### config.mk
export PLATFORM = sky130hd
export DESIGN_NAME = ws2812b_tx
export DESIGN_NICKNAME = d
export VERILOG_FILES = /design/src/rtl/ws2812b_tx.sv
export SDC_FILE = /design/constraint.sdc
export NUM_CORES = 1
export LEC_CHECK = 0
export ABC_CLOCK_PERIOD_IN_PS = 6450
export CAP_MARGIN = 40
export CORE_MARGIN = 3
export CORE_UTILIZATION = 55
export CTS_BUF_LIST = sky130_fd_sc_hd__clkbuf_16
export CTS_CLUSTER_DIAMETER = 50
export DETAILED_ROUTE_END_ITERATION = 10
export PLACE_DENSITY = 0.87
export SETUP_SLACK_MARGIN = 0.5
export SYNTH_ARGS = -nofsm -noshare
export SYNTH_HDL_FRONTEND = slang
export SYNTH_SLANG_ARGS = --single-unit
### constraint.sdc
create_clock -name clk_12mhz -period 6.45 [get_ports clk_12mhz]
set_input_delay 0.645 -clock clk_12mhz [delete_from_list [all_inputs] [get_ports clk_12mhz]]
set_output_delay 0.645 -clock clk_12mhz [all_outputs]
set_load 0.005 [all_outputs]
### src/rtl/ws2812b_tx.sv
// WS2812B single-wire serializer: 24-bit GRB words over valid/ready, MSB first,
// with automatic latch (reset) low period inserted whenever the stream starves.
module ws2812b_tx #(
  parameter int T_BIT   = 15,
  parameter int T0H     = 5,
  parameter int T1H     = 10,
  parameter int T_RESET = 960
) (
  input  logic        clk_12mhz,
  input  logic        resetn,
  input  logic [23:0] pixel_data,
  input  logic        pixel_valid,
  output logic        pixel_ready,
  output logic        dout,
  output logic        busy,
  output logic        latch_done
);

  if (!(T0H > 0 && T0H < T1H && T1H < T_BIT)) begin : g_bad_timing
    $error("ws2812b_tx: require 0 < T0H < T1H < T_BIT");
  end
  if (T_RESET < 1 || T_RESET > 65535) begin : g_bad_reset
    $error("ws2812b_tx: T_RESET must be in 1..65535");
  end

  localparam int CW = (T_BIT > 1) ? $clog2(T_BIT) : 1;
  localparam logic [CW-1:0] CYC_LAST = CW'(T_BIT - 1);
  localparam logic [CW-1:0] T0H_C    = CW'(T0H);
  localparam logic [CW-1:0] T1H_C    = CW'(T1H);
  localparam logic [15:0]   LAT_LAST = 16'(T_RESET - 1);

  typedef enum logic [1:0] {IDLE, SEND, LATCH} state_t;

  state_t        state, state_nx;
  logic [CW-1:0] cyc, cyc_nx;
  logic [4:0]    bit_idx, bit_idx_nx;
  logic [23:0]   shreg, shreg_nx;
  logic [15:0]   lcnt, lcnt_nx;
  logic          done_nx;
  logic          dout_nx;
  logic          accept;

  // Ready only in IDLE or on the very last cycle of bit 0, so a waiting word
  // slots in with no gap between pixels.
  assign pixel_ready = (state == IDLE) ||
                       (state == SEND && bit_idx == 5'd0 && cyc == CYC_LAST);
  assign accept      = pixel_valid && pixel_ready;

  always_comb begin
    state_nx   = state;
    cyc_nx     = cyc;
    bit_idx_nx = bit_idx;
    shreg_nx   = shreg;
    lcnt_nx    = lcnt;
    done_nx    = 1'b0;
    case (state)
      IDLE: begin
        if (accept) begin
          state_nx   = SEND;
          shreg_nx   = pixel_data;
          bit_idx_nx = 5'd23;
          cyc_nx     = '0;
        end
      end
      SEND: begin
        if (cyc == CYC_LAST) begin
          cyc_nx = '0;
          if (bit_idx != 5'd0) begin
            bit_idx_nx = bit_idx - 5'd1;
            shreg_nx   = {shreg[22:0], 1'b0};
          end else if (accept) begin
            shreg_nx   = pixel_data;
            bit_idx_nx = 5'd23;
          end else begin
            state_nx = LATCH;
            lcnt_nx  = '0;
          end
        end else begin
          cyc_nx = cyc + 1'b1;
        end
      end
      LATCH: begin
        if (lcnt == LAT_LAST) begin
          state_nx = IDLE;
          done_nx  = 1'b1;
        end else begin
          lcnt_nx = lcnt + 16'd1;
        end
      end
      default: state_nx = IDLE;
    endcase
    // dout is registered from the next state so it rises on the accept edge.
    dout_nx = (state_nx == SEND) && (cyc_nx < (shreg_nx[23] ? T1H_C : T0H_C));
  end

  always_ff @(posedge clk_12mhz or negedge resetn) begin
    if (!resetn) begin
      state      <= IDLE;
      cyc        <= '0;
      bit_idx    <= '0;
      shreg      <= '0;
      lcnt       <= '0;
      dout       <= 1'b0;
      busy       <= 1'b0;
      latch_done <= 1'b0;
    end else begin
      state      <= state_nx;
      cyc        <= cyc_nx;
      bit_idx    <= bit_idx_nx;
      shreg      <= shreg_nx;
      lcnt       <= lcnt_nx;
      dout       <= dout_nx;
      busy       <= (state_nx != IDLE);
      latch_done <= done_nx;
    end
  end

endmodule

# [Word-level counts from Yosys, hierarchy flattened]
# Cells that the tools add are included.
[totals] reg_bits=54 output_inout_bits=4 elab_cells=60
[op_classes] addsub=3 n_lt_le_gt_ge=1 eq_ne=9 mux=25 n_reduce_logical=13
[op_table] op="2-to-1 mux 24 bit" n=3
[op_table] op="2-to-1 mux 16 bit" n=4
[op_table] op="case mux 24 bit (2 select lines)" n=1
[op_table] op="case mux 16 bit (2 select lines)" n=1
[op_table] op="adder 16 x 1 -> 16 bit, second input constant" n=1
[op_table] op="== test 16 x 10 -> 1 bit, second input constant" n=1
[op_table] op="2-to-1 mux 5 bit" n=3
[op_table] op="2-to-1 mux 4 bit" n=3
[op_table] op="2-to-1 mux 2 bit" n=5
[op_table] op="case mux 5 bit (2 select lines)" n=1
[op_table] op="case mux 4 bit (2 select lines)" n=1
[op_table] op="!= test 2 bit, second input constant" n=3
[op_table] op="case mux 2 bit (3 select lines)" n=1
[op_table] op="nonzero test 2 bit" n=3
[op_table] op="zero test 5 bit" n=1
[op_table] op="AND reduction 5 bit" n=1
[op_table] op="nonzero test 5 bit" n=1
[op_table] op="subtractor 5 x 1 -> 5 bit, second input constant" n=1
[op_table] op="adder 4 x 1 -> 4 bit, second input constant" n=1
[op_table] op="== test 2 x 1 -> 1 bit, second input constant" n=2
[op_table] op="== test 4 bit, second input constant" n=1
[op_table] op="logical AND 1 bit" n=4
[op_table] op="less-than comparator 4 bit" n=1
[op_table] op="== test 2 bit, second input constant" n=1
[op_table] op="5 further kinds" n=6

# [Longest topological paths before layout]
# Gate-level depths: netlist of run 1.
[depth] depth_word=12 depth_mapped=10 ltp_nobuf=10

# [Worst setup path before layout of run 1]
# Ideal clock, no wire load.
[synth_timing] path_kind="input port to flip-flop" startpoint="in pixel_valid" endpoint="reg dout" setup_time_ns=0.111 t_arrival_ns=2.265 path_slack_ns=4.074 cell_stages=8 cell_sequence="clkbuf_1 > or3b_2 > o2111ai_1 > o211ai_1 > ha_1 > o211ai_1 > a21oi_1 > a2111oi_2"
[synth_via] elab_chain_cells=8 word_cells_on_any_way=16 cone_classes="1 x order compare; 1 x eq/ne; 12 x mux; 2 x reduce/logical"
[synth_rtl] element="from (decl)" line="12" rtl="input logic pixel_valid,"
[synth_rtl] element="logical AND 1 bit (*)" line="47" rtl="assign accept = pixel_valid && pixel_ready;"
[synth_rtl] element="2-to-1 mux 24 bit" line="58, 71"
[synth_rtl] element="2-to-1 mux 24 bit" line="68" rtl="if (bit_idx != 5'd0) begin"
[synth_rtl] element="2-to-1 mux 24 bit" line="66" rtl="if (cyc == CYC_LAST) begin"
[synth_rtl] element="case mux 24 bit (2 select lines)" line="56" rtl="case (state)"
[synth_rtl] element="2-to-1 mux 4 bit" line="93" rtl="dout_nx = (state_nx == SEND) && (cyc_nx < (shreg_nx[23] ? T1H_C : T0H_C));"
[synth_rtl] element="less-than comparator 4 bit" line="93"
[synth_rtl] element="logical AND 1 bit (*)" line="93"
[synth_rtl] element="via dout_nx" line="40" rtl="logic dout_nx;"
[synth_rtl] element="to (signal assigned)" line="112" rtl="dout <= dout_nx;"
[synth_rtl] element="to (decl)" line="14" rtl="output logic dout,"
# Mark *: on every way through the listed nets, which the timed path passes. The rest lies on a longest branch. The select of a mux whose other input is x is not followed.
# A chain may end at the register's enable or synchronous reset.

# [Worst setup path in the final report of run 1]
[layout_timing] startpoint="reg bit_idx[0]" endpoint="out pixel_ready"
[layout_via] elab_chain_cells=4
[layout_rtl] element="from (decl)" line="36" rtl="logic [4:0] bit_idx, bit_idx_nx;"
[layout_rtl] element="from (signal assigned)" line="109" rtl="bit_idx <= bit_idx_nx;"
[layout_rtl] element="zero test 5 bit" line="46" rtl="(state == SEND && bit_idx == 5'd0 && cyc == CYC_LAST);"
[layout_rtl] element="logical AND 1 bit (2 in a row)" line="46"
[layout_rtl] element="logical OR 1 bit" line="45" rtl="assign pixel_ready = (state == IDLE) ||"
[layout_rtl] element="to (decl)" line="13" rtl="output logic pixel_ready,"
# No other way between the ends.

==> results.cfg, run 1 <==
[status]
status = finished clean

[sta]
max_freq_mhz = 342
maxSlewHeadroom_pct = 55.2
rsz0062_at_grt = false
drv_slew = 0
setup_tns_ns = 0
min_period_ns = 2.93
hold_slack_ns = 0.463
skew_ns = 0.00628
setup_viol = 0
finalCritPeriodShare_pct = 45.4
worstMarginPinSlew_ns = 0.673
hold_viol = 0

[critical_path]
crit_type = flop to output port
cp_slowest_cell = clkdlybuf4s50_1
cp_max_fo = 7
critPathArrivalTime_ns = 2.28
worstPathRequired_ns = 5.80
max_stage_delay_ns = 0.51
cp-end-kind = output port
start_kind = flop
cp_cell_sequence = inv_1 > ha_1 > nor4b_4 > nand2_1 > a21oi_1 > clkdlybuf4s50_1

[cts]
post_cts_resized = 0
hold_buffers = 0
cts_setup_buffers = 0
h-tree-depth = 2
cts_buffers = 5
clock_latency_ns = 0.29
tritoncts = built
clockRootBuffer = clkbuf_16
cts_sinks = 54
clockBufferDepth = 2
cts.clk_slew.worst_paths_ns = 0.06

[logic_synthesis]
dominantRegCellSynth = dfrtp_1
syn_inst = 258
synth_cell_types = 50
synth_warnings = 0
async_reset_ff_share_pct = 100
yosysSeqAreaShare_pct = 49.5
synth_area_mm2 = 0.00273
synth_seq_cells = 54
avgSynthCellArea_um2 = 10.6
syn_nets = 293
synth-edff-count = 0

[floorplan]
core_mm2 = 0.00475
ios = 31
die_area_mm2 = 0.00584
die_x_um = 76.4
rows = 25
die_h_um = 76.4
start_util_pct = 57.4

[pwr]
p_total_mw = 1.10
power_leakage_nw = 1.50
powerDensity_mw_per_mm2 = 342
peakVddDrop_mv = 0.210

[route]
dr.pass1.iters = 8
vias = 2087
wirelength_mm = 5.32
viasPerCell = 5.91
drcViolationCount = 0
first_iter_violations = 230
wl_per_cell_um = 15.1
detail-route-antenna-nets = 0

[cells_and_area]
mostFrequentLayoutCells = dfrtp_1, inv_1, clkdlybuf4s50_1, a222oi_1, nand2_1
diodes = 0
fill_cells = 362
multi_input_area_mm2 = 0.00120
nNetsFinal = 320
drive_gt1_share_pct = 8.04
layout.area.seq_mm2 = 0.00135
syn2layout_area_growth_pct = 17.7
layout_commonest_cell = dfrtp_1

[place]
place_congestion = 0.854
hpwl_mm = 3.62
io_buffers = 30

[hold_path]
min_path_type = input port to asynchronous set/reset pin

[global_route]
first_global_vias = 2032
globalRouteTotalUtil_pct = 18.9
antenna_found_initial = 0
grt_pass1_wl_mm = 9.09
grt_max_degree = 55
overflow = 0

[run]
drv_cap = 0
## logic make-up after synthesis
kind of cell / Yosys count / share of synthesized area (%)
xor+xnor: 7 / 2.25
compound gates: 57 / 17.8
fa+ha+maj: 8 / 3.67
flops: 54 / 49.5
simple gates: 84 / 18.1
buf+inv: 43 / 6.83
mux: 5 / 1.83
## flip-flops by register name (all words and copies together), names as in the netlist
signal      cells
lcnt           16
shreg          24
state           2
bit_idx         5
latch_done      1
cyc             4
dout            1
busy            1
## where the power goes
group / leakage, nW / internal, mW / switching [mW] / total, mW
sequential: 0.661 / 0.446 / 0.0841 / 0.530
clock: 0.0663 / 0.140 / 0.112 / 0.252
combinational: 0.770 / 0.170 / 0.147 / 0.317
total: 1.50 / 0.756 / 0.343 / 1.10
## layer usage
layer	part of all wire [%]	vias up	track usage (%)	routed length (µm)
met1	45	1011	23.8	2400
met3	3.5	12	3.19	188
li1	-	1019	-	-
met4	1.8	0	7.61	94
met5	0	-	0	0
met2	50	45	32.2	2640
## cells in the mapped netlist (all sizes together) (4+ instances only)
master / instances / area share [%]
dfrtp: 54 / 50
inv: 29 / 4.0
a222oi: 22 / 8.1
nand2: 17 / 2.3
nand3: 12 / 2.2
nor2: 12 / 1.7
a21oi: 9 / 1.7
buf: 9 / 2.2
nor3: 9 / 1.8
ha: 8 / 3.7
o21ai: 7 / 1.4
xnor2: 6 / 1.9
clkbuf: 5 / 0.69
mux2i: 5 / 1.8
or3: 5 / 1.1
and3: 4 / 0.92
## final timing paths
path	cells past startpoint	endpoint	start	slack [ns]
max in group asynchronous	2	lcnt[11]	resetn	5.52
worst min-delay path	2	lcnt[2]	resetn	0.46
min in group clk_12mhz	2	shreg[11]	shreg[10]	0.49
worst min register to register	2	shreg[11]	shreg[10]	0.49
worst max-delay path	6	pixel_ready	bit_idx[0]	3.52
worst max register to register	10	dout	cyc[0]	3.91
## area by class of cell
cell class,instances,area share [%]
inverters,29,3.39
multi-input cells,161,37.2
clock buffers,5,3.89
repair buffers,34,10.5
well taps,67,2.61
flip-flops and latches,54,42.1
clock inverters,3,0.350
## critical path: cells and delay by family (launching register included)
kind	cells	cell delay [ns]
buffers and inverters	2	0.61
AND/OR/NAND/NOR	2	0.61
flip-flops	1	0.42
AO/OA/AOI/OAI	1	0.19
adder cells (fa/ha/maj)	1	0.16
## through the flow
step,area [µm²],instances,setup slack [ns],utilization (%)
detailed placement,3080,345,3.51,64.7
global placement,3050,343,3.59,64.2
CTS,3210,353,3.53,67.6
finish,3210,353,3.52,67.6
floorplan,2730,258,4.07,-
global route,3210,353,3.45,67.6
(Power assumes the default switching activity.)
==> inputs of run 2 (changes only) <==
Settings changed: ABC_CLOCK_PERIOD_IN_PS 6450 to 2400, CORE_UTILIZATION 55 to 50, PLACE_DENSITY 0.87 to 0.84.
Clock period 6.45 ns to 2.4 ns, I/O delays scaled along.
==> results.cfg, run 2 (synthesis gave the netlist of run 1 again) <==
[status]
status = finished clean

[sta]
setup_viol = 0
setup_tns_ns = 0
setup_slack_ns = 0.257
rsz0062_at_grt = true
finalCritPeriodShare_pct = 89.3
maxSlewHeadroom_pct = 66.2
worstMarginPinSlew_ns = 0.508
max_freq_mhz = 467
skew_ns = 0.00521
hold_slack_ns = 0.452
drv_slew = 0
min_period_ns = 2.14
hold_viol = 0

[global_route]
grt_pass1_wl_mm = 11.0
globalRouteTotalUtil_pct = 22.2
grt_max_degree = 31
antenna_found_initial = 0
overflow = 0
first_global_vias = 2337

[floorplan]
die_area_mm2 = 0.00638
die_h_um = 79.9
ios = 31
start_util_pct = 52.4
rows = 26
die_x_um = 79.9
core_mm2 = 0.00520

[cells_and_area]
layout_commonest_cell = dfrtp_1
largest_reg_flops = 24
mostFrequentLayoutCells = dfrtp_1, clkdlybuf4s50_1, inv_1, buf_4, a222oi_1
fill_cells = 345
max_flop_register = shreg
largestRegisters = shreg x24, lcnt x16, bit_idx x5
drive_gt1_share_pct = 29.2
syn2layout_area_growth_pct = 36.2
nNetsFinal = 353
diodes = 0

[route]
drcViolationCount = 0
viasPerCell = 6.07
dr.pass1.iters = 8
first_iter_violations = 266
vias = 2362
detail-route-antenna-nets = 0
wl_per_cell_um = 18.2
wirelength_mm = 7.07

[cts]
clockBufferDepth = 2
cts_buffers = 5
clockRootBuffer = clkbuf_16
h-tree-depth = 2
clock_latency_ns = 0.30
tritoncts = built
cts_sinks = 54
cts.clk_slew.worst_paths_ns = 0.07

[pwr]
switching_share_pct = 31.8
p_clk_share_pct = 23.6
intPower_mw = 2.34
power_leakage_nw = 1.72
power_frac_comb_pct = 34.8
peakVddDrop_mv = 0.474
powerDensity_mw_per_mm2 = 922
p_seq_share_pct = 41.6
p_sw_mw = 1.09

[place]
io_buffers = 30
pre_cts_ws_ns = 0.0191
hpwl_mm = 3.98
place_congestion = 0.836

[hold_path]
min_path_type = input port to asynchronous set/reset pin

[run]
drv_cap = 0

[critical_path]
critPathArrivalTime_ns = 2.33
crit_type = flop to flop
start_kind = flop
cp_max_fo = 4
worstPathRequired_ns = 2.59
cp-end-kind = flop
[run 2: cell count changes in the layout (fill, tap and decap cells not counted), sizes merged]
cell           change
bufinv             +1
clkdlybuf4s50      -1
dlygate4sd3        +1
buf               +33
clkinv             -1
[run 2: stage by stage]
stage	util, %	cell area [µm²]	power (mW)	cells
global placement	60.3	3140	2.25	356
finish	71.4	3720	3.43	389
floorplan	-	2740	2.04	258
CTS	67.8	3530	3.33	379
global route	71.4	3720	3.65	389
detailed placement	60.3	3140	2.33	356
[run 2: cell type report]
class | instances | area (µm²) | share of cell area, %
clock buffers | 5 | 125 | 3.37
inverters | 29 | 109 | 2.93
repair buffers | 67 | 626 | 16.8
well taps | 70 | 87.6 | 2.36
multi-input cells | 161 | 1380 | 37.1
flip-flops and latches | 54 | 1350 | 36.4
clock inverters | 3 | 40.0 | 1.08
[run 2: final timing paths]
kind | startpoint | endpoint | depth (start not counted) | slack [ns]
worst min-delay path | resetn | shreg[20] | 2 | 0.45
worst max register to register | cyc[0] | dout | 10 | 0.26
worst max-delay path | cyc[0] | dout | 10 | 0.26
min in group clk_12mhz | shreg[1] | shreg[2] | 2 | 0.49
max in group asynchronous | resetn | lcnt[14] | 3 | 1.29
worst min register to register | shreg[1] | shreg[2] | 2 | 0.49
[run 2: critical path, stage by stage (launching register included)]
cell and delay (ns):
dfrtp_1 0.38, inv_1 0.06, ha_2 0.19, nand3_2 0.08
or3_1 0.36, o211ai_1 0.18, buf_4 0.18, ha_4 0.20
o211ai_1 0.15, a21oi_1 0.07, a2111oi_2 0.20
[run 2: power groups by stage]
stage / registers (mW) / clock network [mW] / logic (mW)
final: 1.43 / 0.807 / 1.19
after global routing: 1.46 / 0.862 / 1.33
after CTS: 1.41 / 0.814 / 1.11
after detailed placement: 1.44 / 0 / 0.889
after global placement: 1.42 / 0 / 0.824
after floorplan: 1.38 / 0 / 0.668
[run 2: timing repair]
item	in CTS	in global routing
setup endpoints to repair	36	47
resized for setup	23	32
hold buffers	1	0
hold endpoints to repair	20	0
buffers inserted	14	8
pin swaps	17	16
gates cloned	0	2
[run 2: routing by layer]
metal,share of wire (%),vias up,global-route usage [%]
met5,0,-,0
met4,2.6,0,9.46
met3,4.1,19,3.84
met2,54,82,38.6
met1,40,1187,27.1
li1,-,1074,-
==> inputs of run 3 (changes only) <==
--- a/constraint.sdc
+++ b/constraint.sdc
@@ -3,2 +3,2 @@
 set_output_delay 0.24 -clock clk_12mhz [all_outputs]
-set_load 0.005 [all_outputs]
+set_load 0.01 [all_outputs]
==> results.cfg, run 3 (synthesis gave the netlist of run 1 again) <==
[critical_path]
cp-end-kind = flop
start_kind = flop
r2r-start = cyc[0]
r2r_slack_ns = 0.20
timing.rr.end = dout
critPathArrivalTime_ns = 2.38
crit_path_end = dout
r2r_cells = 11
cp_max_fo = 4
worstPathRequired_ns = 2.58
crit_type = flop to flop
setup.worst_path.start = cyc[0]

[cells_and_area]
mostFrequentLayoutCells = dfrtp_1, clkdlybuf4s50_1, inv_1, a222oi_1, buf_4
nNetsFinal = 356
syn2layout_area_growth_pct = 36.4
stdcell_area_mm2 = 0.00372
drive_gt1_share_pct = 26.1
largestRegisters = shreg x24, lcnt x16, bit_idx x5
diodes = 0
layout_commonest_cell = dfrtp_1
layoutNonFillerInstCount = 392
fill_cells = 344
largest_reg_flops = 24
max_flop_register = shreg

[route]
wirelength_mm = 7.76
viasPerCell = 6.32
first_iter_violations = 367
detail-route-antenna-nets = 0
dr.pass1.iters = 5
wl_per_cell_um = 19.8
vias = 2478
drcViolationCount = 0

[global_route]
grtUsageMet2_pct = 36.8
antenna_found_initial = 0
grt_pass1_wl_mm = 10.6
overflow = 0
grt_use_met1_pct = 27.3
first_global_vias = 2220
globalRouteTotalUtil_pct = 21.4
met3_usage_pct = 3.05
grt_most_used_layer = met2
grt_max_degree = 55

[floorplan]
core_mm2 = 0.00520
start_util_pct = 52.4
ios = 31
die_h_um = 79.9
die_x_um = 79.9
die_area_mm2 = 0.00638
rows = 26

[cts]
clockRootBuffer = clkbuf_16
h-tree-depth = 2
cts_buffers = 5
tritoncts = built
cts_sinks = 54
clock_latency_ns = 0.29
cts.clk_slew.worst_paths_ns = 0.08
clockBufferDepth = 2

[pwr]
peakVddDrop_mv = 0.479
powerDensity_mw_per_mm2 = 888
power_leakage_nw = 1.73

[sta]
worstMarginPinSlew_ns = 0.426
maxSlewHeadroom_pct = 71.4
hold_slack_ns = 0.475
hold_viol = 0
finalCritPeriodShare_pct = 91.5
drv_slew = 0
min_period_ns = 2.20
max_freq_mhz = 455
setup_viol = 0
setup_tns_ns = 0
rsz0062_at_grt = true
skew_ns = 0.00609

[place]
post_dp_cell_area_mm2 = 0.00316
hpwl_mm = 3.83
place_congestion = 0.808
dp_cells = 355
io_buffers = 30

[hold_path]
min_path_type = input port to asynchronous set/reset pin

[run]
drv_cap = 0

[status]
status = finished clean
[run 3: cell types whose count changed in the layout (fill, tap and decap cells not counted), moves of 3 or more]
cell,previous run,this run
ha_1,2,5
buf_4,26,22
a21oi_2,6,3
ha_4,4,1
a21oi_1,3,6
[run 3: per-stage QoR]
| step | power [mW] | setup slack [ns] | utilization (%) |
|---|---|---|---|
| finish | 3.30 | 0.204 | 71.5 |
| CTS | 3.14 | 0.202 | 66.8 |
| global placement | 2.25 | 0.101 | 60.6 |
| floorplan | 2.05 | 0.191 | - |
| global route | 3.51 | 0.0351 | 71.5 |
| detailed placement | 2.33 | 0.0123 | 60.6 |
[run 3: cell type report]
| class | instances | area, µm² | share of cell area, % |
|---|---|---|---|
| sequential | 54 | 1350 | 36.3 |
| multi-input combinational | 161 | 1310 | 35.1 |
| timing repair buffer | 70 | 717 | 19.3 |
| clock buffer | 5 | 125 | 3.36 |
| inverter | 29 | 109 | 2.93 |
| tap | 70 | 87.6 | 2.35 |
| clock inverter | 3 | 25.0 | 0.672 |
[run 3: critical path, stage by stage, from the launching register on]
cell and delay (ns):
dfrtp_1 0.38, inv_1 0.07, ha_2 0.19, nand3_2 0.09
or3_1 0.36, o211ai_1 0.16, buf_4 0.15, inv_1 0.05
ha_1 0.28, o211ai_1 0.08, a21oi_1 0.07, a2111oi_2 0.21
[run 3: how the worst min path moves through the flow]
stage                     startpoint    endpoint  slack [ns]  depth (start not counted)
after CTS                     resetn      cyc[3]        0.49                          3
after global placement        resetn      cyc[2]        0.26                          2
after global routing          resetn   shreg[17]        0.50                          3
after floorplan               resetn  bit_idx[0]       -0.06                          0
final                         resetn   shreg[11]        0.48                          3
after detailed placement      resetn      cyc[0]        0.26                          2
[run 3: routing by layer]
| layer | routed length, µm | vias up |
|---|---|---|
| li1 | - | 1088 |
| met1 | 2980 | 1222 |
| met2 | 3930 | 135 |
| met3 | 486 | 33 |
| met4 | 374 | 0 |
| met5 | 0 | - |
[run 3: repair_timing]
item                                    in CTS  in global routing
hold endpoints to repair                    54                  0
endpoints found under the setup margin      36                 43
cloned                                       3                  4
hold buffers                                 1                  0
setup buffers                                8                 13
pin swaps                                    6                 16
gates resized for setup                     13                 30
[run 3: power by group]
| part | total, mW | internal (mW) | switching, mW |
|---|---|---|---|
| combinational | 1.14 | 0.605 | 0.536 |
| sequential | 1.43 | 1.20 | 0.228 |
| clock | 0.737 | 0.393 | 0.344 |
